## src/rtl/fir_output_decimator_pkg.sv

```systemverilog
// fir_output_decimator_pkg: width defaults and sizing helpers shared by the
// FIR output stage, so the filter, decimator and FIFO agree on word sizes.
package fir_output_decimator_pkg;

  localparam int DEF_DATA_IN_W    = 15;
  localparam int DEF_DATA_OUT_W   = 8;
  localparam int DEF_SHIFT        = 7;
  localparam int DEF_DEC_FACTOR   = 2;
  localparam int DEF_PRIME_CYCLES = 2;
  localparam int DEF_FIFO_DEPTH   = 4;

  // FIFO operation for one cycle, encoded as {push_accepted, pop_accepted}.
  typedef enum logic [1:0] {
    FIFO_HOLD = 2'b00,
    FIFO_POP  = 2'b01,
    FIFO_PUSH = 2'b10,
    FIFO_BOTH = 2'b11
  } fifo_op_e;

  // Ceiling log2; returns 0 for values of 0 or 1.
  function automatic int clog2(input int value);
    int result;
    int remaining;
    result    = 0;
    remaining = value - 1;
    while (remaining > 0) begin
      result++;
      remaining = remaining >> 1;
    end
    return result;
  endfunction

  // Number of bits needed to hold the values 0..value, never less than one.
  function automatic int bits_for(input int value);
    int width;
    width = clog2(value + 1);
    return (width < 1) ? 1 : width;
  endfunction

endpackage

```

## src/rtl/fir_out_fifo.sv

```systemverilog
// fir_out_fifo: synchronous first-word-fall-through FIFO for scaled FIR words.
// The head word is presented combinationally on rd_data whenever the FIFO holds
// data; an empty FIFO reads as zero. A push arriving while full is accepted only
// if a pop happens in the same cycle; otherwise it is ignored here and the
// caller decides what to do about the lost word.
module fir_out_fifo
  import fir_output_decimator_pkg::*;
#(
  parameter int DEPTH = DEF_FIFO_DEPTH,
  parameter int WIDTH = DEF_DATA_OUT_W
) (
  input  logic                   clock,
  input  logic                   reset,
  input  logic                   push,
  input  logic                   pop,
  input  logic [WIDTH-1:0]       wr_data,
  output logic [WIDTH-1:0]       rd_data,
  output logic                   full,
  output logic                   empty,
  output logic [clog2(DEPTH):0]  count
);

  localparam int PTR_W = clog2(DEPTH);
  localparam logic [PTR_W:0] FULL_COUNT = (PTR_W + 1)'(DEPTH);

  logic [WIDTH-1:0] mem [DEPTH];
  logic [PTR_W-1:0] wr_ptr;
  logic [PTR_W-1:0] rd_ptr;
  logic             push_ok;
  logic             pop_ok;
  fifo_op_e         op;

  assign full    = (count == FULL_COUNT);
  assign empty   = (count == '0);
  assign rd_data = empty ? '0 : mem[rd_ptr];

  // Qualify the requests: popping an empty FIFO is a no-op, and a full FIFO
  // only takes a new word when the head is leaving in the same cycle.
  always_comb begin
    pop_ok  = pop & ~empty;
    push_ok = push & (~full | pop_ok);
    op      = fifo_op_e'({push_ok, pop_ok});
  end

  // Pointers wrap naturally because DEPTH is a power of two; the occupancy
  // count is kept separately so full and empty are unambiguous.
  always_ff @(posedge clock or negedge reset) begin
    if (!reset) begin
      wr_ptr <= '0;
      rd_ptr <= '0;
      count  <= '0;
    end else begin
      case (op)
        FIFO_PUSH: begin
          wr_ptr <= wr_ptr + 1'b1;
          count  <= count + 1'b1;
        end
        FIFO_POP: begin
          rd_ptr <= rd_ptr + 1'b1;
          count  <= count - 1'b1;
        end
        FIFO_BOTH: begin
          wr_ptr <= wr_ptr + 1'b1;
          rd_ptr <= rd_ptr + 1'b1;
        end
        default: begin
          count <= count;
        end
      endcase
    end
  end

  // Storage has no reset: stale words are unreachable once the pointers clear.
  always_ff @(posedge clock) begin
    if (push_ok) begin
      mem[wr_ptr] <= wr_data;
    end
  end

endmodule

```

## src/rtl/fir_output_decimator.sv

```systemverilog
// fir_output_decimator: tail stage of the pipelined FIR. Drops the samples that
// come out while the filter pipeline is still filling, keeps one of every
// DEC_FACTOR samples after that, scales each kept word down by SHIFT bits with
// saturation to DATA_OUT_W bits, and queues the result in a small FWFT FIFO
// with a valid/ready handshake toward the consumer.
// Build option: define FIR_DEC_ROUND_EN for round-half-up scaling; leave it
// undefined for plain truncation. Saturation is always applied.
module fir_output_decimator
  import fir_output_decimator_pkg::*;
#(
  parameter int DATA_IN_W    = DEF_DATA_IN_W,
  parameter int DATA_OUT_W   = DEF_DATA_OUT_W,
  parameter int SHIFT        = DEF_SHIFT,
  parameter int DEC_FACTOR   = DEF_DEC_FACTOR,
  parameter int PRIME_CYCLES = DEF_PRIME_CYCLES,
  parameter int FIFO_DEPTH   = DEF_FIFO_DEPTH
) (
  input  logic                        clock,
  input  logic                        reset,
  input  logic [DATA_IN_W-1:0]        FIR_in,
  input  logic                        in_valid,
  output logic [DATA_OUT_W-1:0]       out_data,
  output logic                        out_valid,
  input  logic                        out_ready,
  output logic [clog2(FIFO_DEPTH):0]  fifo_count,
  output logic                        overflow
);

  localparam int PRIME_W = bits_for(PRIME_CYCLES);
  localparam int DEC_W   = bits_for(DEC_FACTOR - 1);
  localparam int SUM_W   = DATA_IN_W + 1;

  localparam logic [PRIME_W-1:0] PRIME_DONE = PRIME_W'(PRIME_CYCLES);
  localparam logic [DEC_W-1:0]   DEC_LAST   = DEC_W'(DEC_FACTOR - 1);
  localparam logic [SUM_W-1:0]   SAT_LIMIT  =
    {{(SUM_W - DATA_OUT_W){1'b0}}, {DATA_OUT_W{1'b1}}};

`ifdef FIR_DEC_ROUND_EN
  localparam logic [SUM_W-1:0] ROUND_ADD = SUM_W'(1) << (SHIFT - 1);
`else
  localparam logic [SUM_W-1:0] ROUND_ADD = '0;
`endif

  logic [PRIME_W-1:0]    prime_cnt;
  logic [DEC_W-1:0]      dec_cnt;
  logic                  primed;
  logic                  keep;
  logic [SUM_W-1:0]      sum;
  logic [SUM_W-1:0]      shifted;
  logic [DATA_OUT_W-1:0] scaled;
  logic                  scale_valid;
  logic [DATA_OUT_W-1:0] scale_data;
  logic                  fifo_full;
  logic                  fifo_empty;
  logic                  pop;

  assign out_valid = ~fifo_empty;
  assign pop       = out_valid & out_ready;

  // Keep decision and the scale/saturate datapath. The sum is one bit wider
  // than the input so the rounding offset can never wrap a large sample.
  always_comb begin
    primed  = (prime_cnt == PRIME_DONE);
    keep    = in_valid & primed & (dec_cnt == '0);
    sum     = {1'b0, FIR_in} + ROUND_ADD;
    shifted = sum >> SHIFT;
    scaled  = (shifted > SAT_LIMIT) ? '1 : shifted[DATA_OUT_W-1:0];
  end

  // Count accepted samples until the filter pipeline is full, then hold.
  always_ff @(posedge clock or negedge reset) begin
    if (!reset) begin
      prime_cnt <= '0;
    end else if (in_valid && !primed) begin
      prime_cnt <= prime_cnt + 1'b1;
    end
  end

  // Decimation phase; only advances on accepted samples once primed, so the
  // very first post-prime sample lands on phase zero and is kept.
  always_ff @(posedge clock or negedge reset) begin
    if (!reset) begin
      dec_cnt <= '0;
    end else if (in_valid && primed) begin
      dec_cnt <= (dec_cnt == DEC_LAST) ? '0 : dec_cnt + 1'b1;
    end
  end

  // Scale register: one cycle between the kept sample and its FIFO write.
  always_ff @(posedge clock or negedge reset) begin
    if (!reset) begin
      scale_valid <= 1'b0;
      scale_data  <= '0;
    end else begin
      scale_valid <= keep;
      if (keep) begin
        scale_data <= scaled;
      end
    end
  end

  // Sticky flag for a kept word that found the FIFO full with no pop to
  // make room; only reset clears it.
  always_ff @(posedge clock or negedge reset) begin
    if (!reset) begin
      overflow <= 1'b0;
    end else if (scale_valid && fifo_full && !pop) begin
      overflow <= 1'b1;
    end
  end

  fir_out_fifo #(
    .DEPTH (FIFO_DEPTH),
    .WIDTH (DATA_OUT_W)
  ) u_fifo (
    .clock   (clock),
    .reset   (reset),
    .push    (scale_valid),
    .pop     (pop),
    .wr_data (scale_data),
    .rd_data (out_data),
    .full    (fifo_full),
    .empty   (fifo_empty),
    .count   (fifo_count)
  );

endmodule

```

## config.mk

```make
export PLATFORM = sky130hd
export DESIGN_NAME = fir_output_decimator
export DESIGN_NICKNAME = d
export VERILOG_FILES = /design/src/rtl/fir_output_decimator_pkg.sv /design/src/rtl/fir_out_fifo.sv /design/src/rtl/fir_output_decimator.sv
export SDC_FILE = /design/constraint.sdc
export NUM_CORES = 1
export LEC_CHECK = 0
export BUFFER_PORTS_ARGS = -buffer_cell sky130_fd_sc_hd__buf_2
export CAP_MARGIN = 20
export CORE_MARGIN = 1
export CORE_UTILIZATION = 46
export DETAILED_ROUTE_END_ITERATION = 12
export GPL_ROUTABILITY_DRIVEN = 0
export PLACE_DENSITY = 0.66
export SKIP_LAST_GASP = 1
export SLEW_MARGIN = 20
export SYNTH_ARGS = -nofsm -noshare
export SYNTH_HDL_FRONTEND = slang
export SYNTH_SLANG_ARGS = --single-unit
```

## constraint.sdc

```tcl
create_clock -name clock -period 2.2 [get_ports clock]
set_input_delay 0.22 -clock clock [delete_from_list [all_inputs] [get_ports clock]]
set_output_delay 0.22 -clock clock [all_outputs]
set_load 0.01 [all_outputs]
```

==> results of run 1 <==
[synthesized netlist by cell type, types with 2 or more instances]
cell / instances
edfxtp_1: 32
dfrtp_1: 20
and2_1: 12
inv_1: 6
mux2_2: 6
mux4_1: 6
nand2_1: 6
ha_1: 5
xnor2_1: 4
buf_2: 2
buf_6: 2
mux2_1: 2
mux4_2: 2
nor2_1: 2
nor2b_1: 2
o21ai_0: 2
o22ai_1: 2
xor2_1: 2
[worst register-to-register path, cell delays in order (launching register included)]
cell      delay [ps]
dfrtp_1          390
or3_4            390
nand2_1          110
or2_2            120
fa_1             420
o21ba_2          240
o211ai_1          80
a22oi_1          180
[power groups by stage]
stage	sequential (µW)	clock, µW	combinational, µW
finish	1540	669	1210
global placement	1530	0	1150
detailed placement	1570	0	1220
CTS	1540	680	1230
floorplan	1530	0	856
global route	1570	709	1330
[per-stage QoR]
| step | util | setup slack [ps] | area, µm² | total power [µW] |
|---|---|---|---|---|
| final | 0.550 | 192 | 2600 | 3420 |
| after floorplan | - | 145 | 2260 | 2390 |
| after global routing | 0.550 | 131 | 2600 | 3620 |
| after CTS | 0.550 | 186 | 2600 | 3450 |
| after global placement | 0.522 | 257 | 2470 | 2690 |
| after detailed placement | 0.522 | 206 | 2470 | 2790 |
[cells by family after synthesis]
family / count (synthesis) / share of synthesized area
multiplexers: 17 / 0.136
AO/OA/AOI/OAI: 11 / 0.0348
adder cells (fa/ha/maj): 6 / 0.0365
buffers and inverters: 12 / 0.0293
AND/OR/NAND/NOR: 32 / 0.0940
XOR/XNOR: 6 / 0.0232
flip-flops: 52 / 0.646
[per-layer routing]
layer,up-vias,global-route usage,routed length (µm)
li1,569,-,-
met1,615,0.172,1440
met2,28,0.279,1980
met3,11,0.0417,135
met4,0,0.0871,90
met5,-,0,0
[worst max path at each step]
stage,from,end,slack [ps],cells after the start
finish,u_fifo.count[1],u_fifo.count[1],190,7
global route,u_fifo.count[1],u_fifo.count[1],130,7
CTS,u_fifo.count[1],u_fifo.count[1],190,7
detailed placement,u_fifo.count[1],u_fifo.count[1],210,7
global placement,u_fifo.count[1],u_fifo.count[1],260,7
floorplan,u_fifo.count[1],u_fifo.count[1],150,7
[registers in the layout, indices dropped and copies added, names as in the netlist]
signal         flops
u_fifo.mem        32
scale_data         8
u_fifo.count       3
prime_cnt          2
u_fifo.rd_ptr      2
u_fifo.wr_ptr      2
dec_cnt            1
overflow           1
scale_valid        1
[area by class of cell]
type,count,share of cell area
Clock buffer,6,0.0318
Tap cell,67,0.0323
Timing Repair Buffer,31,0.0674
Clock inverter,2,0.0149
Multi-Input combinational cell,72,0.283
Inverter,6,0.00867
Sequential cell,52,0.562
[repair_timing]
action | in CTS | in global routing
endpoints found under the setup margin | 0 | 0
hold buffers | 1 | 0
endpoints found under the hold margin | 20 | 0
==> metrics.yaml, run 1 <==
run_status:
  status: "finished, final reports clean"
sta:
  finalHoldViolations: 0
  finalSetupViolations: 0
  tightest_slew_ps: 520
  slew_headroom: 0.654
  timing.fmax_mhz: 498
  drv_slew: 0
  whs_ps: 128
  fin_setup_tns_ps: 0
  skew_ps: 6.75
  min_period_over_period: 0.913
  rsz0062_at_grt: "false"
  fin_crit_ps: 2010
logic_synthesis:
  yosys_warnings: 0
  ys_async_sr_fraction: 0.385
  synthesis.area_um2: 2260
  synth-seq-cells: 52
  syn_inst: 136
  seq_area_frac_synth: 0.646
  synth_edf_count: 32
  synth_area_leaders: "edfxtp_1 42%, dfrtp_1 22%, mux4_1 7.0%"
  yosysUniqueCellTypes: 39
  synth_area_leader_cell: "edfxtp_1"
  syn_area_per_cell_um2: 16.6
  synth-main-ff-cell: "edfxtp_1"
  syn_nets: 161
  synth_top_area_frac: 0.425
die:
  die_w_um: 72.1
  core_area_um2: 4720
  die_h_um: 72.1
  die_area_um2: 5200
  start_util: 0.479
  boundaryPins: 32
  rows: 25
detailed_routing:
  drtIter0Drc: 52
  antenna_left: 0
  avgViaCountPerCell: 5.18
  routed_wl_um: 3640
  drcViolationCount: 0
  via_count: 1223
  wl_per_cell_um: 15.4
  dr.pass1.iters: 4
setup_path:
  path_class: "reg2reg"
  crit_family: "simple AND/OR/NAND/NOR gates"
  path_max_fanout: 2
  r2r_start: "u_fifo.count[1]"
  cp_num_buf_inv: 0
  startpoint_type: "flip-flop"
  r2r_slack_ps: 190
  required_ps: 2420
  slowest_stage: "fa_1"
  ff2ff_path_depth: 7
  cp_slowest_stage_delay_ps: 420
  critPathArrivalTime_ps: 2230
  path_cells: "or3_4 > nand2_1 > or2_2 > fa_1 > o21ba_2 > o211ai_1 > a22oi_1"
  r2r-end: "u_fifo.count[1]"
  end_kind: "flip-flop"
place:
  placed_cells: 227
  portBuffers: 24
  place_hpwl_um: 2580
hold_path:
  worstHoldPathType: "in2reg"
  holdCritStartpoint: "FIR_in[10]"
  whs_path_depth: 2
  holdPathEnd: "scale_data[3]"
run:
  maxCapViolations: 0
cts:
  clock_latency_ps: 300
  cts_resized: 0
  postCtsSetupBuffers: 0
  root_buffer: "clkbuf_8"
  clkSlewWorstSetupHoldPaths_ps: 90
  clk_path_buf_depth: 2
  cts-buffers-inserted: 5
  htreeDepth: 2
  clock_sinks: 52
  cts_tree: "built"
final_layout:
  n_fill_cell: 387
  diodes: 0
  syn_to_final_growth_pct: 14.9
  final_nets: 193
  regArea_um2: 1460
  multi_input_area_um2: 734
  drive_above_1_share: 0.314
  final_common_cell: "edfxtp_1"
  mostFrequentLayoutCells: "32 x edfxtp_1, 24 x buf_2, 20 x dfrtp_1"
  layout.cells.non_filler: 236
power_and_ir_drop:
  swShare: 0.308
  netSwitchingPower_uw: 1050
  pwr-share-clk: 0.196
  comb_power_share: 0.353
  power_frac_seq: 0.451
  power.internal_uw: 2370
  p_per_area_nw_per_um2: 1310
  ir_worst_vdd_uv: 802
  cellLeakagePower_uw: 0.00106
grt:
  first_global_vias: 1300
  track_usage: 0.158
  grt_max_degree: 21
  overflow: 0
  antenna_found_initial: 0
  grt_pass1_wl_um: 5960
(Power assumes the default switching activity.)
==> inputs of run 2 (changes only) <==
Settings changed: CORE_ASPECT_RATIO set to 0.6.
==> run 2 against run 1 <==
Against the previous run: first-iteration DRC count is 42% lower; via count decreased by 1.4%; critical path depth did not move; setup slack got worse by 41 ps; clock skew grew 1.3 ps; utilization grew 0.66 points; critical path type unchanged; die area is 0.18% higher; power is 1.2% lower; largest cell class unchanged; combinational power down 3%; count of clock-buffer cells in the layout unchanged.
==> metrics.yaml, run 2 (synthesis gave the netlist of run 1 again) <==
run_status:
  status: "finished, final reports clean"
power_and_ir_drop:
  p_per_area_nw_per_um2: 1310  # -0.50%
  swShare: 0.312  # +0.00426
  power.internal_uw: 2320  # -1.8%
  cellLeakagePower_uw: 0.00105  # -0.63%
  netSwitchingPower_uw: 1050  # +0.20%
  power_frac_seq: 0.467  # +0.016
  ir_worst_vdd_uv: 659  # -18%
  pwr-share-clk: 0.187  # -0.009
  comb_power_share: 0.346  # -0.007
setup_path:
  r2r_slack_ps: 150  # -40 ps
  crit_family: "simple AND/OR/NAND/NOR gates"
  path_cells: "or3_4 > nand2_1 > or2_2 > fa_1 > o21ba_2 > o211ai_1 > a22oi_1"
  cp_slowest_stage_delay_ps: 410  # about the same
  cp-endpoint: "u_fifo.count[1]"
  cp_num_buf_inv: 0  # unchanged
  r2r_start: "u_fifo.count[1]"
  r2r-end: "u_fifo.count[1]"
  critPathArrivalTime_ps: 2260  # +30 ps
  crit_path_start: "u_fifo.count[1]"
  slowest_stage: "fa_1"
  crit_cells: 7  # unchanged
  path_max_fanout: 2  # unchanged
  startpoint_type: "flip-flop"
  ff2ff_path_depth: 7  # unchanged
  path_class: "reg2reg"
  end_kind: "flip-flop"
  required_ps: 2410  # about the same
cts:
  root_buffer: "clkbuf_8"
  clk_path_buf_depth: 2  # unchanged
  cts_tree: "built"
  postCtsSetupBuffers: 0  # unchanged
  clkSlewWorstSetupHoldPaths_ps: 90  # about the same
  htreeDepth: 2  # unchanged
  cts-buffers-inserted: 5  # unchanged
  clock_latency_ps: 300  # about the same
  clock_sinks: 52  # unchanged
grt:
  grt_max_degree: 21  # unchanged
  first_global_vias: 1226  # -5.7%
  grt_pass1_wl_um: 6060  # +1.6%
  track_usage: 0.164  # +0.00588
  antenna_found_initial: 0  # unchanged
  overflow: 0  # unchanged
detailed_routing:
  drcViolationCount: 0  # unchanged
  avgViaCountPerCell: 5.20  # +0.31%
  drtIter0Drc: 30  # -42%
  wl_per_cell_um: 16.1  # +4.2%
  antenna_left: 0  # unchanged
  routed_wl_um: 3730  # +2.4%
  dr.pass1.iters: 4  # unchanged
  via_count: 1206  # -1.4%
final_layout:
  n_fill_cell: 380  # -1.8%
  diodes: 0  # unchanged
  drive_above_1_share: 0.314  # unchanged
  final_nets: 193  # unchanged
  syn_to_final_growth_pct: 14.1
  multi_input_area_um2: 734  # unchanged
  mostFrequentLayoutCells: "32 x edfxtp_1, 24 x buf_2, 19 x dfrtp_1"
  largest_reg_flops: 32  # unchanged
  regArea_um2: 1460  # about the same
  top_register: "u_fifo.mem"
  top_regs: "u_fifo.mem (32), scale_data (8), u_fifo.count (3)"
  final_common_cell: "edfxtp_1"
sta:
  drv_slew: 0  # unchanged
  finalHoldViolations: 0  # unchanged
  setup_slack_ps: 150  # -41.4 ps
  finalSetupViolations: 0  # unchanged
  rsz0062_at_grt: "false"
  skew_ps: 8.08  # +1.33 ps
  timing.fmax_mhz: 488  # -2.0%
  fin_crit_ps: 2050  # +41.4 ps
  whs_ps: 134  # +5.73 ps
  slew_headroom: 0.667  # +0.0132
  fin_setup_tns_ps: 0  # unchanged
  tightest_slew_ps: 500  # -19.7 ps
  min_period_over_period: 0.932  # +0.0188
place:
  place_hpwl_um: 2550  # -1.2%
  portBuffers: 24  # unchanged
  pre_cts_ws_ps: 175  # -30.9 ps
die:
  boundaryPins: 32  # unchanged
  rows: 19  # -24%
  start_util: 0.488  # +0.00905
  die_area_um2: 5210  # +0.18%
  die_w_um: 92.5  # +28%
  die_h_um: 56.3  # -22%
  core_area_um2: 4640  # -1.9%
run:
  maxCapViolations: 0  # unchanged
hold_path:
  worstHoldPathType: "in2reg"
## run 2: how the worst min path moves through the flow
| stage | to | cells after the start | slack, ps | from |
|---|---|---|---|---|
| finish | scale_data[3] | 2 | 130 | FIR_in[10] |
| global route | scale_data[4] | 2 | 140 | FIR_in[11] |
| CTS | scale_data[3] | 2 | 130 | FIR_in[10] |
| detailed placement | scale_data[1] | 1 | 210 | reset |
| global placement | u_fifo.count[1] | 1 | 200 | reset |
| floorplan | dec_cnt | 0 | -80 | reset |
## run 2: power by group through the flow
stage	clock, µW	combinational (µW)	sequential [µW]
finish	633	1170	1580
global route	682	1290	1620
CTS	647	1180	1580
detailed placement	0	1180	1600
global placement	0	1120	1570
floorplan	0	856	1530
## run 2: per-stage QoR
stage | utilization | cell area, µm² | power, µW | std cells
final | 0.557 | 2580 | 3380 | 232
after floorplan | - | 2260 | 2390 | 136
after detailed placement | 0.531 | 2460 | 2780 | 223
after global placement | 0.531 | 2460 | 2690 | 223
after CTS | 0.557 | 2580 | 3410 | 232
after global routing | 0.557 | 2580 | 3580 | 232
## run 2: what timing repair did
| action | 4_1_cts | 5_1_grt |
|---|---|---|
| endpoints found under the hold margin | 20 | 0 |
| gates resized for setup | 0 | 1 |
| setup endpoints to repair | 0 | 3 |
| hold buffers | 1 | 0 |
## run 2: layer usage
layer | track usage | routed length [µm]
met5 | 0 | 0
met4 | 0.0603 | 60
met3 | 0.0447 | 122
met2 | 0.266 | 1830
met1 | 0.213 | 1720
## run 2: cell type report
type                    count  share of cell area
inverters                   6             0.00873
well taps                  63              0.0305
clock buffers               6              0.0281
flip-flops and latches     52               0.567
multi-input cells          72               0.285
repair buffers             31              0.0679
clock inverters             2              0.0136
